`src/rtl/mem_defs.sv`:
```
// rtl/mem_defs.sv - size encodings, FSM states and alignment helper for the data access unit
package mem_defs;

  localparam logic [1:0] SZ_BYTE = 2'd0;
  localparam logic [1:0] SZ_HALF = 2'd1;
  localparam logic [1:0] SZ_WORD = 2'd2;

  typedef enum logic [1:0] {
    ST_IDLE      = 2'd0,
    ST_WAIT_DATA = 2'd1,
    ST_DONE      = 2'd2
  } dau_state_e;

  // Reserved size 3 is treated as a word access.
  function automatic logic is_misaligned(input logic [1:0] size, input logic [1:0] addr);
    logic mis;
    if (size == SZ_BYTE) begin
      mis = 1'b0;
    end else if (size == SZ_HALF) begin
      mis = addr[0];
    end else begin
      mis = (addr != 2'b00);
    end
    return mis;
  endfunction

endpackage

```
`src/rtl/load_align.sv`:
```
// rtl/load_align.sv - selects and extends a byte/half/word from a 32-bit read word
module load_align
  import mem_defs::*;
(
  input  logic [31:0] rdata_i,
  input  logic [1:0]  addr_i,
  input  logic [1:0]  size_i,
  input  logic        sign_i,
  output logic [31:0] result_o
);

  logic [7:0]  byte_sel;
  logic [15:0] half_sel;

  // Lane select by low address bits, then sign- or zero-extend to 32 bits.
  always_comb begin
    byte_sel = rdata_i[7:0];
    case (addr_i)
      2'd0:    byte_sel = rdata_i[7:0];
      2'd1:    byte_sel = rdata_i[15:8];
      2'd2:    byte_sel = rdata_i[23:16];
      default: byte_sel = rdata_i[31:24];
    endcase
    half_sel = addr_i[1] ? rdata_i[31:16] : rdata_i[15:0];
    if (size_i == SZ_BYTE) begin
      result_o = {{24{sign_i & byte_sel[7]}}, byte_sel};
    end else if (size_i == SZ_HALF) begin
      result_o = {{16{sign_i & half_sel[15]}}, half_sel};
    end else begin
      result_o = rdata_i;
    end
  end

endmodule

```
`src/rtl/data_access_unit.sv`:
```
// rtl/data_access_unit.sv - M-stage load/store bus master with single outstanding transaction
module data_access_unit
  import mem_defs::*;
(
  input  logic        clk,
  input  logic        rst,
  input  logic        memenM,
  input  logic        memwriteM,
  input  logic [1:0]  sizeM,
  input  logic        signedM,
  input  logic [31:0] aluoutM,
  input  logic [31:0] writedataM,
  input  logic        flushM,
  input  logic        stallW,
  output logic        data_req,
  output logic        data_wr,
  output logic [1:0]  data_size,
  output logic [31:0] data_addr,
  output logic [31:0] data_wdata,
  input  logic        data_addr_ok,
  input  logic        data_data_ok,
  input  logic [31:0] data_rdata,
  output logic [31:0] mem_rdataM,
  output logic        stall_mem,
  output logic        adelM,
  output logic        adesM
);

  dau_state_e  state_q, state_d;
  logic [31:0] rdata_q, rdata_d;
  logic [1:0]  addr_q, addr_d;
  logic [1:0]  size_q, size_d;
  logic        sign_q, sign_d;
  logic        wr_q, wr_d;
  logic        discard_q, discard_d;

  logic        misaligned;
  logic        req_ok;
  logic        handshake;
  logic [31:0] wdata_rep;
  logic [31:0] aligned;

  assign misaligned = is_misaligned(sizeM, aluoutM[1:0]);
  assign req_ok     = (state_q == ST_IDLE) & memenM & ~flushM & ~misaligned;
  assign handshake  = req_ok & data_addr_ok;

  load_align u_load_align (
    .rdata_i  (rdata_q),
    .addr_i   (addr_q),
    .size_i   (size_q),
    .sign_i   (sign_q),
    .result_o (aligned)
  );

  // State register.
  always_ff @(posedge clk) begin
    if (rst) begin
      state_q <= ST_IDLE;
    end else begin
      state_q <= state_d;
    end
  end

  // Next state; data_ok is only honoured once the address phase has completed.
  always_comb begin
    state_d = state_q;
    case (state_q)
      ST_IDLE: begin
        if (handshake) state_d = ST_WAIT_DATA;
      end
      ST_WAIT_DATA: begin
        if (data_data_ok) state_d = (discard_q | flushM) ? ST_IDLE : ST_DONE;
      end
      ST_DONE: begin
        if (flushM | ~stallW) state_d = ST_IDLE;
      end
      default: state_d = ST_IDLE;
    endcase
  end

  // Transaction context: attributes latched at handshake, read data at data_ok, flush memory.
  always_comb begin
    rdata_d   = rdata_q;
    addr_d    = addr_q;
    size_d    = size_q;
    sign_d    = sign_q;
    wr_d      = wr_q;
    discard_d = discard_q;
    if (handshake) begin
      addr_d    = aluoutM[1:0];
      size_d    = sizeM;
      sign_d    = signedM;
      wr_d      = memwriteM;
      discard_d = 1'b0;
    end
    if (state_q == ST_WAIT_DATA) begin
      if (data_data_ok) begin
        discard_d = 1'b0;
        if (!(discard_q | flushM)) rdata_d = wr_q ? 32'd0 : data_rdata;
      end else if (flushM) begin
        discard_d = 1'b1;
      end
    end
  end

  // Transaction context registers.
  always_ff @(posedge clk) begin
    if (rst) begin
      rdata_q   <= 32'd0;
      addr_q    <= 2'd0;
      size_q    <= 2'd0;
      sign_q    <= 1'b0;
      wr_q      <= 1'b0;
      discard_q <= 1'b0;
    end else begin
      rdata_q   <= rdata_d;
      addr_q    <= addr_d;
      size_q    <= size_d;
      sign_q    <= sign_d;
      wr_q      <= wr_d;
      discard_q <= discard_d;
    end
  end

  // Store data lane replication.
  always_comb begin
    case (sizeM)
      SZ_BYTE: wdata_rep = {4{writedataM[7:0]}};
      SZ_HALF: wdata_rep = {2{writedataM[15:0]}};
      default: wdata_rep = writedataM;
    endcase
  end

  // Outputs; everything is forced low while reset is held.
  always_comb begin
    data_req   = 1'b0;
    data_wr    = 1'b0;
    data_size  = 2'd0;
    data_addr  = 32'd0;
    data_wdata = 32'd0;
    mem_rdataM = 32'd0;
    stall_mem  = 1'b0;
    adelM      = 1'b0;
    adesM      = 1'b0;
    if (!rst) begin
      data_req   = req_ok;
      data_wr    = memwriteM;
      data_size  = sizeM;
      data_addr  = aluoutM;
      data_wdata = wdata_rep;
      stall_mem  = req_ok | (state_q == ST_WAIT_DATA);
      adelM      = (state_q == ST_IDLE) & memenM & misaligned & ~memwriteM;
      adesM      = (state_q == ST_IDLE) & memenM & misaligned & memwriteM;
      mem_rdataM = (state_q == ST_DONE) ? aligned : 32'd0;
    end
  end

endmodule

```
`config.mk`:
```
export PLATFORM = sky130hd
export DESIGN_NAME = data_access_unit
export DESIGN_NICKNAME = d
export VERILOG_FILES = /design/src/rtl/mem_defs.sv /design/src/rtl/load_align.sv /design/src/rtl/data_access_unit.sv
export SDC_FILE = /design/constraint.sdc
export NUM_CORES = 1
export LEC_CHECK = 0
export BUFFER_PORTS_ARGS = -buffer_cell sky130_fd_sc_hd__buf_2
export CORE_MARGIN = 5
export CORE_UTILIZATION = 45
export DETAILED_ROUTE_END_ITERATION = 10
export PLACE_DENSITY_LB_ADDON = 0.3
export SLEW_MARGIN = 15
export SYNTH_ARGS = -nofsm -noshare
export SYNTH_HDL_FRONTEND = slang
export SYNTH_SLANG_ARGS = --single-unit
export TNS_END_PERCENT = 50
```
`constraint.sdc`:
```
create_clock -name clk -period 1.81 [get_ports clk]
set_clock_uncertainty 0.05 [all_clocks]
set_input_delay 0.0905 -clock clk [delete_from_list [all_inputs] [get_ports clk]]
set_output_delay 0.0905 -clock clk [all_outputs]
set_load 0.03 [all_outputs]
```
# After elaboration in Yosys (flattened, before gate mapping)
# Cells that the tools add are included.
# W data, S select, Z words.
[totals]
output_inout_bits = 103
inputBits = 107
ff_bits = 41
[op_classes]
eq_ne = 9
bitwise_logic = 17
n_reduce_logical = 7
muxes = 27
[op_table]
columns = ["cell", "count"]
rows = [
  ["$mux W32", 7],
  ["$pmux W32 S2", 1],
  ["$pmux W8 S3", 1],
  ["$mux W16", 1],
  ["$mux W1", 11],
  ["$mux W2", 5],
  ["$and A1 B1 Y1", 9],
  ["$eq A2 B1 Y1 const B", 4],
  ["$logic_not A2 Y1", 4],
  ["$ne A2 B2 Y1 const B", 3],
  ["$pmux W2 S3", 1],
  ["$reduce_and A3 Y1", 2],
  ["$not A1 Y1", 5],
  ["$eq A2 B2 Y1 const B", 2],
  ["$or A1 B1 Y1", 3],
  ["$reduce_bool A2 Y1", 1],
]

# Depth between registers and ports, before layout
# Gate-level depths: netlist (run 1).
[depth]
word_depth = 10
depth_mapped = 6
mapped_depth_nobuf = 3

# Hierarchy
# From an unflattened synthesis (run 1), not the netlist that was laid out.
[unflattened]
cells_unflattened = 475
area_unflattened_um2 = 3707.3
[modules_own_cells]
columns = ["mod", "cells_per_inst", "instances", "area_each_um2", "seq_area_each_um2"]
rows = [
  ["data_access_unit", 350, 1, 2842.7, 820.8],
  ["load_align", 125, 1, 864.6, 0.0],
]

# Worst setup path before layout (run 1)
# No wires, ideal clock.
[synth_path]
path_type = "register -> output"
startpoint = "reg addr_q[0]"
endpoint = "out mem_rdataM[16]"
t_arrival_ps = 2456
path_stages_with_launch = 5
slack_ps = -787
path_cell_list = "dfxtp_1 > buf_6 > mux4_2 > a21oi_4 > a2111oi_0"
[synth_via]
elab_chain_len = 6
word_cells_on_any_way = 8
classes_between = "2 x eq/ne; 4 x mux; 1 x bitwise; 1 x reduce/logical"
[synth_lines]
columns = ["element", "line_no", "source"]
rows = [
  ["start: declaration", "data_access_unit.sv:31", "logic [1:0] addr_q, addr_d;"],
  ["start signal: assignment", "data_access_unit.sv:117", "addr_q <= addr_d;"],
  ["$eq A2 B2 Y1 (tied with other cells)", "load_align.sv:18", "case (addr_i)"],
  ["$pmux W8 S3 *", "load_align.sv:18", ""],
  ["$and A1 B1 Y1 *", "load_align.sv:26", "result_o = {{24{sign_i & byte_sel[7]}}, byte_sel};"],
  ["$mux W32 *", "load_align.sv:25", "if (size_i == SZ_BYTE) begin"],
  ["$mux W32 *", "data_access_unit.sv:154", "mem_rdataM = (state_q == ST_DONE) ? aligned : 32'd0;"],
  ["$mux W32 *", "data_access_unit.sv:145", "if (!rst) begin"],
  ["end: declaration", "data_access_unit.sv:23", "output logic [31:0] mem_rdataM,"],
]
# Mark *: on every way between the ends. The rest lies on a longest branch, timed or not.

# Worst setup path in the final report (run 1)
[layout_path]
startpoint = "reg addr_q[0]"
endpoint = "out mem_rdataM[21]"
# The elaborated chain is that of the path after synthesis.

==> results of run 1 <==
Yosys cell counts (all sizes together):
| cell | n |
|---|---|
| a2111oi | 23 |
| a211oi | 2 |
| a21oi | 45 |
| a31o | 2 |
| a32oi | 1 |
| and3 | 1 |
| and3b | 1 |
| buf | 21 |
| clkbuf | 32 |
| clkinv | 1 |
| dfxtp | 41 |
| inv | 17 |
| mux2 | 14 |
| mux2i | 17 |
| mux4 | 8 |
| nand2 | 10 |
| nand2b | 5 |
| nand3b | 2 |
| nand4b | 32 |
| nor2 | 56 |
| nor2b | 48 |
| nor3 | 2 |
| nor3b | 8 |
| nor4 | 2 |
| nor4b | 9 |
| o2111ai | 1 |
| o21ai | 50 |
| o22ai | 7 |
| or2 | 3 |
cell type report:
class | count | area [µm²] | share of cell area
multi-input combinational | 349 | 2870 | 0.510
timing repair buffer | 249 | 1640 | 0.291
sequential | 41 | 830 | 0.147
tap | 105 | 131 | 0.0233
clock buffer | 5 | 68.8 | 0.0122
inverter | 18 | 67.6 | 0.0120
clock inverter | 3 | 25.0 | 0.00444
worst max-delay path, stage by stage, from the launching register on:
cell	delay, ps
sky130_fd_sc_hd__dfxtp_2	340
sky130_fd_sc_hd__mux4_2	380
sky130_fd_sc_hd__a21oi_4	70
sky130_fd_sc_hd__buf_12	150
sky130_fd_sc_hd__clkbuf_16	160
sky130_fd_sc_hd__a2111oi_2	350
sky130_fd_sc_hd__buf_4	220
power breakdown:
group | switching [mW] | leakage, nW | internal (mW)
registers | 0.0142 | 0.333 | 0.911
clock network | 0.363 | 0.0447 | 0.279
logic | 0.512 | 1.94 | 0.322
total | 0.889 | 2.32 | 1.51
flip-flops by register name, indices dropped and copies added, names as in the netlist:
name,cells
rdata_q,32
state_q,2
discard_q,1
size_q,2
addr_q,2
sign_q,1
wr_q,1
per-stage QoR:
| step | hold WS, ps | util | instance area, µm² | TNS [ps] | instances |
|---|---|---|---|---|---|
| 3_5_place_dp | 315 | 0.615 | 4980 | 0 | 751 |
| 3_3_place_gp | 306 | 0.615 | 4980 | 0 | 751 |
| 4_1_cts | 7.50 | 0.648 | 5240 | -7170 | 762 |
| 2_1_floorplan | 193 | - | 3760 | -5880 | 461 |
| 6_report | 9.47 | 0.696 | 5630 | -6570 | 770 |
| 5_1_grt | 6.70 | 0.696 | 5630 | -8260 | 770 |
metal layers:
layer  up-vias  GRT usage  wire length, µm  share of wire
met4         0     0.0663              537          0.036
met1      2098      0.320             5500           0.37
met5         -          0                0              0
met2       256      0.465             7770           0.52
met3        44     0.0570             1240          0.082
li1       2098          -                -              -
how the worst min path moves through the flow:
stage,start,to,slack [ps]
2_1_floorplan,signedM,sign_q,190
5_1_grt,data_rdata[22],rdata_q[22],7
4_1_cts,data_rdata[3],rdata_q[3],8
6_report,data_rdata[30],rdata_q[30],9
3_5_place_dp,signedM,sign_q,310
3_3_place_gp,signedM,sign_q,310
kinds of logic (layout without fill, tap and decap cells):
group                  Yosys count  after routing  synth area share
multiplexers                    39             39             0.147
AO/OA/AOI/OAI                  131            131             0.250
flip-flops                      41             41             0.224
buffers and inverters           71            275            0.0883
AND/OR/NAND/NOR                179            179             0.292
repair_timing:
action,4_1_cts,5_1_grt
resized for setup,43,37
gates cloned,0,5
pin swaps,2,18
hold buffers,3,0
setup buffers,0,4
setup endpoints to repair,32,32
hold endpoints to repair,3,0
==> flow_summary.json, run 1 <==
{
  "ys_seq_area_frac": 0.224,
  "area_share_of_the_largest_cell_type_after_synthesis": 0.224,
  "synth.yosys.warnings": 0,
  "worstSkewPairLatency_ps": 300,
  "wl_per_cell_um": 19.5,
  "placeable_core_region_um2": 8090,
  "ios": 210,
  "cp_arrival_ps": 1980,
  "floorplan.rows": 33,
  "preCtsSetupSlack_ps": 1.76,
  "global_route_wire_length_before_repair_um": 21500,
  "power.total_mw": 2.40,
  "io_buffers": 209,
  "synth_seq_cells": 41,
  "finalCritPeriodShare": 1.17,
  "synth_area_leaders": "sky130_fd_sc_hd__dfxtp_1 (22%), sky130_fd_sc_hd__nor2b_1 (8.2%), sky130_fd_sc_hd__nand4b_1 (7.6%), sky130_fd_sc_hd__o21ai_0 (6.8%), sky130_fd_sc_hd__a21oi_1 (5.9%)",
  "worst_r2r_path_depth": 4,
  "startpoint": "addr_q[0]",
  "timing.max_slew.rel_slack": 0.631,
  "starting_density_of_the_core": 0.453,
  "die_h_um": 100,
  "whs_path_depth": 3,
  "power.density_cell_area_nw_per_um2": 426,
  "critical_path.reg2reg.startpoint": "state_q[1]",
  "grt_util_all_layers": 0.262,
  "totalWireLength_um": 15100,
  "timing.final.setup_violations": 32,
  "placer_congestion": 0.900,
  "synthesis.area_um2": 3670,
  "cp-endpoint": "mem_rdataM[21]",
  "endpoint_kind": "output port",
  "timing.final.ws_setup_ps": -308,
  "area.growth.synth_to_final_pct": 53.4,
  "tritoncts_num_sinks": 41,
  "leak_pwr_nw": 2.32,
  "tritoncts": "done",
  "antenna_diode_count": 0,
  "drt-pass1-iter-count": 5,
  "grt_setup_unrepaired": "yes",
  "critPathRequiredTime_ps": 1670,
  "ir_worst_vdd_mv": 0.253,
  "distinct_cell_type_count_after_synthesis": 40,
  "ant_nets": 0,
  "dr_total_vias": 4496,
  "synth.avg_cell_area_um2": 7.96,
  "final_critical_path_time_including_i_o_delays_and_setup_ps": 2120,
  "grt_antenna_before_repair": 0,
  "cts.htree.levels": 2,
  "cts_root_buf": "sky130_fd_sc_hd__clkbuf_8",
  "hp-class": "primary input to flop",
  "cp-start-kind": "flop",
  "outcome": "finished with violations",
  "violation_count_after_the_first_detailed_routing_iteration": 268,
  "violations_in_the_final_reports": "negative setup slack",
  "global_route.overflow_total": 0,
  "critical_path.max_fanout": 7,
  "synthCells": 461,
  "synth_largest_area_cell": "sky130_fd_sc_hd__dfxtp_1",
  "synth.net_count": 568,
  "chipWidth_um": 100,
  "drt_drc_violations_left": 0,
  "final.fill_count": 667,
  "clockBufferDepth": 2,
  "path_class": "flop to output port",
  "r2r_end": "size_q[1]",
  "mostFrequentLayoutCell": "sky130_fd_sc_hd__buf_2",
  "vias_per_cell": 5.84,
  "design.die.area_um2": 10100,
  "drv_cap": 0,
  "inserted_clock_buffers": 5,
  "most-common-layout-cells": "sky130_fd_sc_hd__buf_2 (176), sky130_fd_sc_hd__buf_4 (52), sky130_fd_sc_hd__nor2_1 (51), sky130_fd_sc_hd__o21ai_0 (50), sky130_fd_sc_hd__nor2b_1 (48)",
  "grt_pass1_vias": 4268,
  "cts.clk_slew.worst_paths_ps": 90,
  "tightest_slew_ps": 554,
  "grt_max_degree": 113,
  "fmax_mhz": 472,
  "total_nets_final": 771,
  "dp_hpwl_um": 10300,
  "timing.reg2reg.setup_slack_ps": 290,
  "maxSlewViolCount": 0,
  "hold_violations": 0,
  "share_of_layout_cells_above_drive_strength_1": 0.478
}
No activity file was read; power rests on OpenSTA's default activity.
==> run 2: changes to the inputs <==
CORE_UTILIZATION = 49   (was 45)
GPL_TIMING_DRIVEN = 0   (was default)
clock period = 2.6 ns   (was 1.81 ns; I/O delays follow)
==> run 2 against run 1 <==
Register-to-register slack better by 690 ps. The flow now finishes without violations. Total power is 28% lower. First-iteration DRC count is 38% higher. Largest cell class unchanged.
==> flow_summary.json, run 2 (synthesis gave the netlist of run 1 again) <==
{
  "area.growth.synth_to_final_pct": 35.0,
  "grt_setup_unrepaired": "no",
  "area.sequential_um2": 821,
  "final_critical_path_time_including_i_o_delays_and_setup_ps": 2470,
  "tritoncts_num_sinks": 41,
  "place.detailed.instances": 767,
  "tightest_slew_ps": 746,
  "cp-endpoint": "mem_rdataM[5]",
  "post_cts_resize_count": 0,
  "fmax_mhz": 405,
  "total_nets_final": 782,
  "chipWidth_um": 96.5,
  "timing.reg2reg.setup_slack_ps": 980,
  "cts.clk_slew.worst_paths_ps": 80,
  "drt-pass1-iter-count": 5,
  "critical_path.max_fanout": 10,
  "worstSkewPairLatency_ps": 290,
  "wl_per_cell_um": 18.3,
  "placeable_core_region_um2": 7290,
  "largest-register": "rdata_q",
  "outcome": "completed",
  "ios": 210,
  "clockBufferDepth": 2,
  "critical_path.reg2reg.startpoint": "size_q[1]",
  "drv_cap": 0,
  "inserted_clock_buffers": 5,
  "finalCritPeriodShare": 0.949,
  "cp-start-kind": "flop",
  "power.share.switching": 0.337,
  "ir_worst_vdd_mv": 0.214,
  "hp-class": "primary input to flop",
  "startpoint": "state_q[0]",
  "vias_per_cell": 5.86,
  "timing.final.ws_setup_ps": 132,
  "dr_total_vias": 4549,
  "global_route.overflow_total": 0,
  "hold_violations": 0,
  "critPathRequiredTime_ps": 2420,
  "grt_pass1_vias": 4233,
  "intPower_mw": 1.14,
  "power.density_cell_area_nw_per_um2": 347,
  "final.fill_count": 692,
  "r2r_end": "size_q[1]",
  "starting_density_of_the_core": 0.503,
  "power.total_mw": 1.72,
  "power_frac_comb": 0.311,
  "clkPwrFrac": 0.315,
  "design.die.area_um2": 9320,
  "maxSlewViolCount": 0,
  "tritoncts": "done",
  "timing.final.setup_violations": 0,
  "path_class": "flop to output port",
  "finish.cell_count_without_fillers": 776,
  "grt_antenna_before_repair": 0,
  "power_frac_seq": 0.374,
  "drt_drc_violations_left": 0,
  "mostFrequentLayoutCell": "sky130_fd_sc_hd__buf_2",
  "hold_slack_ps": 45.3,
  "cts_root_buf": "sky130_fd_sc_hd__clkbuf_8",
  "dp_hpwl_um": 11500,
  "whs_path_depth": 3,
  "grt_max_degree": 14,
  "worst_r2r_path_depth": 5,
  "cts.htree.levels": 2,
  "finish.utilization": 0.679,
  "preCtsSetupSlack_ps": 532,
  "floorplan.rows": 31,
  "largest_register_ffs": 32,
  "timing.max_slew.rel_slack": 0.503,
  "die_h_um": 96.5,
  "endpoint_kind": "output port",
  "share_of_layout_cells_above_drive_strength_1": 0.398,
  "violation_count_after_the_first_detailed_routing_iteration": 370,
  "io_buffers": 207,
  "leak_pwr_nw": 2.14,
  "grt_util_all_layers": 0.288,
  "ant_nets": 0,
  "multiInputGateArea_um2": 2530,
  "hold_buffers": 0,
  "most-common-layout-cells": "sky130_fd_sc_hd__buf_2 (218), sky130_fd_sc_hd__nor2_1 (56), sky130_fd_sc_hd__o21ai_0 (50), sky130_fd_sc_hd__nor2b_1 (48), sky130_fd_sc_hd__a21oi_1 (43)",
  "placer_congestion": 0.912,
  "cts_setup_buffers": 0,
  "totalWireLength_um": 14200,
  "power_switching_uw": 579,
  "global_route_wire_length_before_repair_um": 21000,
  "cp_arrival_ps": 2290
}
run 2: changes by cell type in the layout (fill, tap and decap cells not counted), sizes merged:
cell	delta
buf	-14
clkinv	-1
bufinv	+1
inv	-1
diode	+1
clkbuf	+29
dlygate4sd3	-3
run 2: worst min path at each step:
| stage | startpoint | endpoint | slack (ps) |
|---|---|---|---|
| after global placement | signedM | sign_q | 340 |
| after global routing | data_rdata[13] | rdata_q[13] | 50 |
| after CTS | signedM | sign_q | 50 |
| final | signedM | sign_q | 50 |
| after detailed placement | signedM | sign_q | 360 |
| after floorplan | signedM | sign_q | 230 |
run 2: power groups by stage:
| stage | Clock, mW | Sequential, mW | Combinational (mW) |
|---|---|---|---|
| after floorplan | 0 | 0.654 | 0.334 |
| after global placement | 0 | 0.658 | 0.520 |
| after detailed placement | 0 | 0.658 | 0.527 |
| after CTS | 0.544 | 0.643 | 0.530 |
| after global routing | 0.577 | 0.644 | 0.573 |
| final | 0.541 | 0.644 | 0.535 |
run 2: stage by stage:
step                area, µm²  setup TNS [ps]
CTS                      4950               0
finish                   4950               0
global placement         4830               0
floorplan                3670            -196
global route             4950               0
detailed placement       4830               0
run 2: layout make-up:
type	count	share of cell area
multi-input combinational	349	0.510
clock inverter	2	0.00758
tap	99	0.0250
buffer	53	0.0518
clock buffer	6	0.0167
inverter	18	0.0136
sequential	41	0.166
antenna	1	0.000505
timing repair buffer	207	0.209
run 2: routing by layer:
layer  global-route usage  part of all wire  vias up  wire, µm
li1                     -                 -     2118         -
met5                    0                 0        -         0
met1                0.377              0.40     2137      5700
met4               0.0666             0.023        0       320
met3               0.0596             0.084       33      1190
met2                0.484              0.49      261      6960
run 2: worst max-delay path: stages, from the launching register on:
cell and delay [ps]:
sky130_fd_sc_hd__dfxtp_1 300, sky130_fd_sc_hd__buf_2 160, sky130_fd_sc_hd__nor2_1 170, sky130_fd_sc_hd__nand2_1 190, sky130_fd_sc_hd__clkbuf_1 290, sky130_fd_sc_hd__a2111oi_0 580, sky130_fd_sc_hd__buf_2 310
==> run 3: changes to the inputs <==
GPL_TIMING_DRIVEN = default   (was 0)
PLACE_DENSITY = 0.88   (was default)
PLACE_DENSITY_LB_ADDON = default   (was 0.3)
==> run 3 against run 2 <==
Core utilization down 1.9 points. Hold slack worse by 2.8 ps. Critical path depth down 1. Maximum frequency up 3.2%. Via count down 5.9%. Non-clock buffer count down 36. Largest cell class unchanged. Largest power group unchanged.
==> flow_summary.json, run 3 (synthesis gave the netlist of run 1 again) <==
{
  "outcome": "completed",
  "starting_density_of_the_core": 0.503,
  "final_critical_path_time_including_i_o_delays_and_setup_ps": 2390,
  "drt-pass1-iter-count": 6,
  "tritoncts": "done",
  "r2r_end": "rdata_q[3]",
  "power.total_mw": 1.61,
  "hold_buffers": 0,
  "leak_pwr_nw": 2.07,
  "placer_congestion": 0.989,
  "fmax_mhz": 418,
  "final.fill_count": 658,
  "placeable_core_region_um2": 7290,
  "ant_nets": 0,
  "grt_util_all_layers": 0.275,
  "violation_count_after_the_first_detailed_routing_iteration": 322,
  "post_cts_resize_count": 0,
  "multiInputGateArea_um2": 2530,
  "area.growth.synth_to_final_pct": 31.2,
  "cts_root_buf": "sky130_fd_sc_hd__clkbuf_8",
  "chipWidth_um": 96.5,
  "cts_setup_buffers": 0,
  "design.die.area_um2": 9320,
  "clockBufferDepth": 2,
  "ir_worst_vdd_mv": 0.162,
  "worstSetupPathDepth": 5,
  "io_buffers": 209,
  "hold_violations": 0,
  "largest-register": "rdata_q",
  "critical_path.max_fanout": 17,
  "grt_max_degree": 60,
  "timing.max_slew.rel_slack": 0.441,
  "grt_pass1_vias": 3969,
  "area.sequential_um2": 822,
  "hp-class": "primary input to flop",
  "maxSlewViolCount": 0,
  "inserted_clock_buffers": 5,
  "critPathRequiredTime_ps": 2420,
  "worstSkewPairLatency_ps": 300,
  "totalWireLength_um": 13600,
  "floorplan.rows": 31,
  "ios": 210,
  "timing.final.ws_setup_ps": 207,
  "dp_hpwl_um": 10600,
  "drt_drc_violations_left": 0,
  "drv_cap": 0,
  "antenna_diode_count": 0,
  "tightest_slew_ps": 837,
  "critPathBufInv": 2,
  "critical_path.reg2reg.startpoint": "state_q[0]",
  "startpoint": "addr_q[0]",
  "die_h_um": 96.5,
  "cts.clk_slew.worst_paths_ps": 90,
  "worst_r2r_path_depth": 4,
  "wl_per_cell_um": 18.4,
  "mostFrequentLayoutCell": "sky130_fd_sc_hd__buf_2",
  "most-common-layout-cells": "sky130_fd_sc_hd__buf_2 (208), sky130_fd_sc_hd__nor2_1 (55), sky130_fd_sc_hd__o21ai_0 (50), sky130_fd_sc_hd__nor2b_1 (48), sky130_fd_sc_hd__a21oi_1 (43)",
  "tritoncts_num_sinks": 41,
  "worst_path_dominant_cell_family": "multiplexers",
  "path_class": "flop to output port",
  "worstPathCellList": "mux4_2, a21oi_4, buf_12, a2111oi_0, buf_2",
  "cp_arrival_ps": 2210,
  "timing.critical_path.slowest_stage_cell": "sky130_fd_sc_hd__mux4_2",
  "critical-path-max-stage-delay_ps": 590,
  "finalCritPeriodShare": 0.920,
  "share_of_layout_cells_above_drive_strength_1": 0.422,
  "grt_antenna_before_repair": 0,
  "vias_per_cell": 5.79,
  "place.detailed.instances": 731,
  "finish.cell_count_without_fillers": 739,
  "largest_register_ffs": 32,
  "endpoint_kind": "output port",
  "power.density_cell_area_nw_per_um2": 335,
  "cts.htree.levels": 2,
  "timing.reg2reg.setup_slack_ps": 690,
  "grt_setup_unrepaired": "no",
  "total_nets_final": 746,
  "cp-endpoint": "mem_rdataM[17]",
  "preCtsSetupSlack_ps": 411,
  "global_route.overflow_total": 0,
  "dr_total_vias": 4280,
  "global_route_wire_length_before_repair_um": 19900,
  "cp-start-kind": "flop",
  "timing.final.setup_violations": 0
}
## run 3: changes by cell type in the layout (fill, tap and decap cells not counted), sizes merged
cell and delta:
buf -4, bufinv -1, clkbuf -33, clkinv +1, diode -1, inv +1
## run 3: metrics by stage
| stage | utilization | hold WS, ps | TNS [ps] | cell area [µm²] |
|---|---|---|---|---|
| detailed placement | 0.647 | 366 | 0 | 4710 |
| finish | 0.660 | 42.5 | 0 | 4810 |
| floorplan | - | 232 | -196 | 3670 |
| global route | 0.660 | 40.0 | 0 | 4810 |
| CTS | 0.659 | 43.0 | 0 | 4810 |
| global placement | 0.647 | 347 | 0 | 4710 |
## run 3: worst min-delay path by stage
stage | to | slack (ps) | start | depth (start not counted)
final | rdata_q[2] | 40 | data_rdata[2] | 3
after detailed placement | rdata_q[12] | 370 | data_rdata[12] | 3
after global routing | rdata_q[2] | 40 | data_rdata[2] | 3
after floorplan | sign_q | 230 | signedM | 2
after global placement | sign_q | 350 | signedM | 3
after CTS | rdata_q[2] | 40 | data_rdata[2] | 3
## run 3: final cells by class
type / count / share of cell area
tap: 99 / 0.0257
clock inverter: 3 / 0.00520
inverter: 18 / 0.0140
clock buffer: 5 / 0.0143
timing repair buffer: 224 / 0.244
multi-input combinational: 349 / 0.526
sequential: 41 / 0.171
## run 3: layer usage
layer	wire length [µm]	global-route usage	up-vias
li1	-	-	2039
met1	5150	0.339	1972
met2	6680	0.469	243
met3	1510	0.0806	26
met4	268	0.0689	0
met5	0	0	-
## run 3: report_power, final
part | switching, mW | internal [mW]
Sequential | 0.0153 | 0.635
Combinational | 0.324 | 0.188
Clock | 0.258 | 0.194
## run 3: worst register-to-register path: stages, from the launching register on
cell and delay [ps]:
sky130_fd_sc_hd__dfxtp_1 470, sky130_fd_sc_hd__and3b_1 620, sky130_fd_sc_hd__buf_4 370, sky130_fd_sc_hd__nand4b_1 150, sky130_fd_sc_hd__a21oi_1 180
